`config.mk`:
```
export PLATFORM = sky130hd
export DESIGN_NAME = fetch_stage
export DESIGN_NICKNAME = d
export VERILOG_FILES = /design/src/rtl/fetch_stage.sv
export SDC_FILE = /design/constraint.sdc
export NUM_CORES = 1
export LEC_CHECK = 0
export ABC_AREA = 1
export BUFFER_PORTS_ARGS = -buffer_cell sky130_fd_sc_hd__buf_4
export CAP_MARGIN = 20
export CORE_MARGIN = 2
export CORE_UTILIZATION = 45
export DETAILED_ROUTE_END_ITERATION = 6
export MAX_ROUTING_LAYER = met4
export PLACE_DENSITY = 0.75
export SYNTH_ARGS = -nofsm -noshare
export SYNTH_HDL_FRONTEND = slang
export SYNTH_SLANG_ARGS = --single-unit
```
`constraint.sdc`:
```
create_clock -name CLK -period 4 [get_ports CLK]
set_input_delay 1.2 -clock CLK [delete_from_list [all_inputs] [get_ports CLK]]
set_output_delay 1.2 -clock CLK [all_outputs]
set_load 0.02 [all_outputs]
```
`src/rtl/fetch_stage.sv`:
```
// Fetch stage: owns the PC, issues instruction-memory reads, drives the fetch/decode register.
// Optional HALT detection is compiled in with `define FETCH_HALT_EN.
module fetch_stage #(
  parameter logic [31:0] PC_INIT = 32'h0000_0000
) (
  input  logic        CLK,
  input  logic        nRST,
  input  logic        ihit,
  input  logic [31:0] imemload,
  output logic        imemREN,
  output logic [31:0] imemaddr,
  input  logic        stall,
  input  logic        redirect,
  input  logic [31:0] redirect_pc,
  output logic [31:0] fetch_imemload,
  output logic [31:0] fetch_pc_4,
  output logic        EN,
  output logic        flush,
  output logic        fetch_halted
);

  typedef enum logic [1:0] {RUN, DRAIN, HALTED} state_t;

  state_t      state, state_nxt;
  logic [31:0] pc, pc_nxt;
  logic [31:0] pending_pc, pending_pc_nxt;
  logic        en_c;
  logic        flush_c;

  // Branch targets are word-aligned; the low two bits are dropped.
  function automatic logic [31:0] align_pc(input logic [31:0] a);
    return a & ~32'h0000_0003;
  endfunction

`ifdef FETCH_HALT_EN
  localparam logic [5:0] HALT_OP = 6'b111111;
  logic halt_c;
`endif

  always_ff @(posedge CLK or negedge nRST) begin
    if (!nRST) begin
      state      <= RUN;
      pc         <= PC_INIT;
      pending_pc <= 32'h0000_0000;
    end else begin
      state      <= state_nxt;
      pc         <= pc_nxt;
      pending_pc <= pending_pc_nxt;
    end
  end

  always_comb begin
    state_nxt      = state;
    pc_nxt         = pc;
    pending_pc_nxt = pending_pc;
    en_c           = 1'b0;
    flush_c        = 1'b0;
`ifdef FETCH_HALT_EN
    halt_c         = 1'b0;
`endif
    case (state)
      RUN: begin
        if (redirect) begin
          flush_c = 1'b1;
          if (ihit) begin
            pc_nxt = align_pc(redirect_pc);
          end else begin
            // The in-flight read cannot be cancelled; park the target until it returns.
            pending_pc_nxt = align_pc(redirect_pc);
            state_nxt      = DRAIN;
          end
        end else if (ihit && !stall) begin
          en_c   = 1'b1;
          pc_nxt = pc + 32'd4;
`ifdef FETCH_HALT_EN
          if (imemload[31:26] == HALT_OP) begin
            state_nxt = HALTED;
          end
`endif
        end
      end
      DRAIN: begin
        if (redirect) begin
          flush_c        = 1'b1;
          pending_pc_nxt = align_pc(redirect_pc);
        end
        if (ihit) begin
          pc_nxt    = redirect ? align_pc(redirect_pc) : pending_pc;
          state_nxt = RUN;
        end
      end
      HALTED: begin
`ifdef FETCH_HALT_EN
        halt_c = 1'b1;
        if (redirect) begin
          flush_c   = 1'b1;
          pc_nxt    = align_pc(redirect_pc);
          state_nxt = RUN;
        end
`else
        state_nxt = RUN;
`endif
      end
      default: begin
        state_nxt = RUN;
      end
    endcase
  end

  assign imemaddr       = pc;
  assign fetch_imemload = imemload;
  assign fetch_pc_4     = pc + 32'd4;
  assign imemREN        = nRST & (state != HALTED);
  assign EN             = nRST & en_c;
  assign flush          = nRST & flush_c;
`ifdef FETCH_HALT_EN
  assign fetch_halted   = nRST & halt_c;
`else
  assign fetch_halted   = 1'b0;
`endif

endmodule

```
==> results.json <==
{
  "numCtsBuffers": 9,
  "firstDrtPassIters": 5,
  "timing.max_cap.violations": 0,
  "wl_met2_mm": 5.38,
  "grt_pass1_wl_mm": 18.6,
  "htree_levels": 3,
  "final_area_um2": 5080,
  "met3_length_um": 913,
  "dpl-instance-area_um2": 4900,
  "post_drt_wl_per_cell_um": 14.9,
  "coreArea_um2": 9240,
  "layout-drive-gt1-share": 0.238,
  "std_cell_rows": 35,
  "fin_crit_ns": 3.22,
  "finalWirelength_mm": 11.6,
  "final_nets": 716,
  "dieHeight_um": 102,
  "worst_slew_pin_slew_ns": 0.699,
  "r2r_slack_ns": 1.68,
  "avgSynthCellArea_um2": 7.36,
  "cts_hold_buf": 0,
  "p_per_area_nw_per_um2": 437,
  "ios": 169,
  "status": "finished, final reports clean",
  "max_freq_mhz": 311,
  "post-dp-hpwl_mm": 8.49,
  "placedCellCount": 764,
  "viasPerCell": 5.12,
  "finClkSkew_ns": 0.00845,
  "wl_met1_mm": 5.11,
  "area_delta_synth_final_pct": 18.0,
  "place.gp.congestion": 0.923,
  "stdcell_count": 779,
  "setup.worst_path.start_class": "input pin",
  "end_kind": "primary output",
  "worstHoldEndpoint": "pending_pc[16]",
  "r2r_start": "state[0]",
  "hold_violations": 0,
  "ys_seq_area_frac": 0.378,
  "grt_setup_unrepaired": "false",
  "cts.sinks": 65,
  "clk_pin_slew_ns": 0.07,
  "drc": 0,
  "dieWidth_um": 102,
  "cts_root_buffer": "clkbuf_8",
  "synth_fp_nets": 655,
  "antenna_found_initial": 0,
  "grt_usage": 0.242,
  "r2r_end": "imemaddr[6]",
  "grt_overflow": 0,
  "critPathSlowestCell": "nand2_1",
  "hold_class": "reg -> reg",
  "grt_pass1_vias": 3723,
  "synth_warnings": 0,
  "cpPeakStageDelay_ns": 0.17,
  "top_layer": "met4",
  "path_max_fanout": 6,
  "min-delay-start": "pending_pc[16]",
  "critPathKind": "in -> out",
  "worst_r2r_path_depth": 6,
  "vias": 3992,
  "leakage_uw": 0.00263,
  "ir_worst_vdd_v": 0.000189,
  "postCtsSetupBuffers": 0,
  "final_antenna_net_count": 0,
  "grt_max_degree": 54,
  "cts_max_path_buffers": 2,
  "setup_violations": 0,
  "clk_latency_ns": 0.35,
  "slew_viol_final": 0,
  "path_cells": "buf_4 -> inv_2 -> nand2_1 -> inv_1 -> and3_1 -> buf_4",
  "ys_types": 36,
  "power.total_uw": 2220,
  "first_iter_violations": 275,
  "fin_tns_setup_ns": 0,
  "cp.required_ns": 2.80,
  "cp.arrival_ns": 2.02,
  "die_area_um2": 10400,
  "fin_crit_sh": 0.804,
  "syn_inst": 585,
  "relSlewSlack": 0.534,
  "post_cts_resized": 0,
  "antennaDiodeCount": 0,
  "start_util": 0.466,
  "crit_top_cell": "buf_4",
  "netlist_area_um2": 4300,
  "worstHoldPathCells": 2,
  "synth-seq-cells": 65,
  "io_buffers": 101,
  "tritoncts": "done"
}
kinds of logic (layout without fill, tap and decap cells):
logic type | Yosys count | in the layout | synth area share
buffers and inverters | 107 | 172 | 0.129
other | 1 | 1 | 0.000872
AND/OR/NAND/NOR | 309 | 309 | 0.320
flip-flops | 65 | 65 | 0.378
XOR/XNOR | 15 | 15 | 0.0427
AO/OA/AOI/OAI | 87 | 87 | 0.126
adder cells (fa/ha/maj) | 1 | 1 | 0.00291
worst max-delay path: cells and delay by family:
| kind | cells | cell delay [ns] |
|---|---|---|
| buf+inv | 4 | 0.46 |
| simple gates | 2 | 0.34 |
registers in the layout (all words and copies together), names as in the netlist:
register    count
pending_pc     32
imemaddr       32
state           1
power by group:
part | internal (uW) | leakage [uW] | switching [uW] | total (uW)
sequential | 757 | 0.000773 | 121 | 878
combinational | 310 | 0.00176 | 497 | 807
clock | 272 | 0.0000915 | 262 | 534
total | 1340 | 0.00263 | 880 | 2220
synthesized netlist by cell type:
cell,number,share of area
nand3b_1,8,0.014
nand2_1,188,0.16
a22oi_1,5,0.0087
nor2_1,80,0.070
a21oi_4,1,0.0038
a22o_1,3,0.0061
xor2_2,7,0.026
xor2_1,7,0.014
and2_1,2,0.0029
a41oi_1,2,0.0041
buf_4,36,0.063
conb_1,1,0.00087
nor2_2,3,0.0044
o221ai_1,1,0.0020
nor2_8,5,0.023
inv_2,7,0.0061
o21ai_0,23,0.027
a211oi_1,9,0.016
o211ai_1,7,0.012
a221o_1,4,0.0093
nand3_1,6,0.0070
nand2_4,2,0.0052
o31ai_1,1,0.0017
nor3_1,4,0.0047
ha_1,1,0.0029
inv_1,44,0.038
nor2_4,5,0.013
nand2_8,1,0.0047
o21ai_1,3,0.0035
clkbuf_1,6,0.0052
dfrtp_1,65,0.38
xnor2_1,1,0.0020
a21oi_1,28,0.033
and3_1,1,0.0015
buf_2,14,0.016
nand2_2,4,0.0058
how the worst max path moves through the flow:
stage / startpoint / to / slack [ns]
floorplan: redirect / EN / 0.84
global placement: redirect / EN / 0.82
detailed placement: ihit / EN / 0.80
CTS: redirect / EN / 0.79
global route: imemaddr[3] / fetch_pc_4[20] / 0.63
finish: redirect / EN / 0.78
area by class of cell:
type | count | area (um2)
Inverter | 51 | 191
Clock inverter | 2 | 12.5
Clock buffer | 13 | 169
Sequential cell | 65 | 1630
Fill cell | 897 | 4160
Multi-Input combinational cell | 413 | 2120
Timing Repair Buffer | 106 | 796
Tap cell | 129 | 161
layout by cell type (no fill, tap or decap), types with 2 or more instances in the layout:
cell / instances
a211oi_1: 9
a21oi_1: 28
a221o_1: 4
a22o_1: 3
a22oi_1: 5
a41oi_1: 2
and2_1: 2
buf_4: 106
clkbuf_8: 12
dfrtp_1: 65
inv_1: 44
inv_2: 7
nand2_1: 188
nand2_2: 4
nand2_4: 2
nand3_1: 6
nand3b_1: 8
nor2_1: 80
nor2_2: 3
nor2_4: 5
nor2_8: 5
nor3_1: 4
o211ai_1: 7
o21ai_0: 23
o21ai_1: 3
xor2_1: 7
xor2_2: 7
routing by layer:
metal	GRT usage	vias to the layer above
li1	-	1937
met1	0.320	1864
met2	0.369	164
met3	0.0559	27
met4	0.0780	0
met5	-	-
through the flow:
stage                      util  hold slack, ns  worst slack, ns
final                     0.550           0.475            0.783
after detailed placement  0.530           0.459            0.802
after global placement    0.530           0.453            0.817
after CTS                 0.550           0.476            0.791
after global routing      0.550           0.494            0.628
after floorplan               -           0.442            0.841
Note: power is estimated with default switching activity, not from simulation.
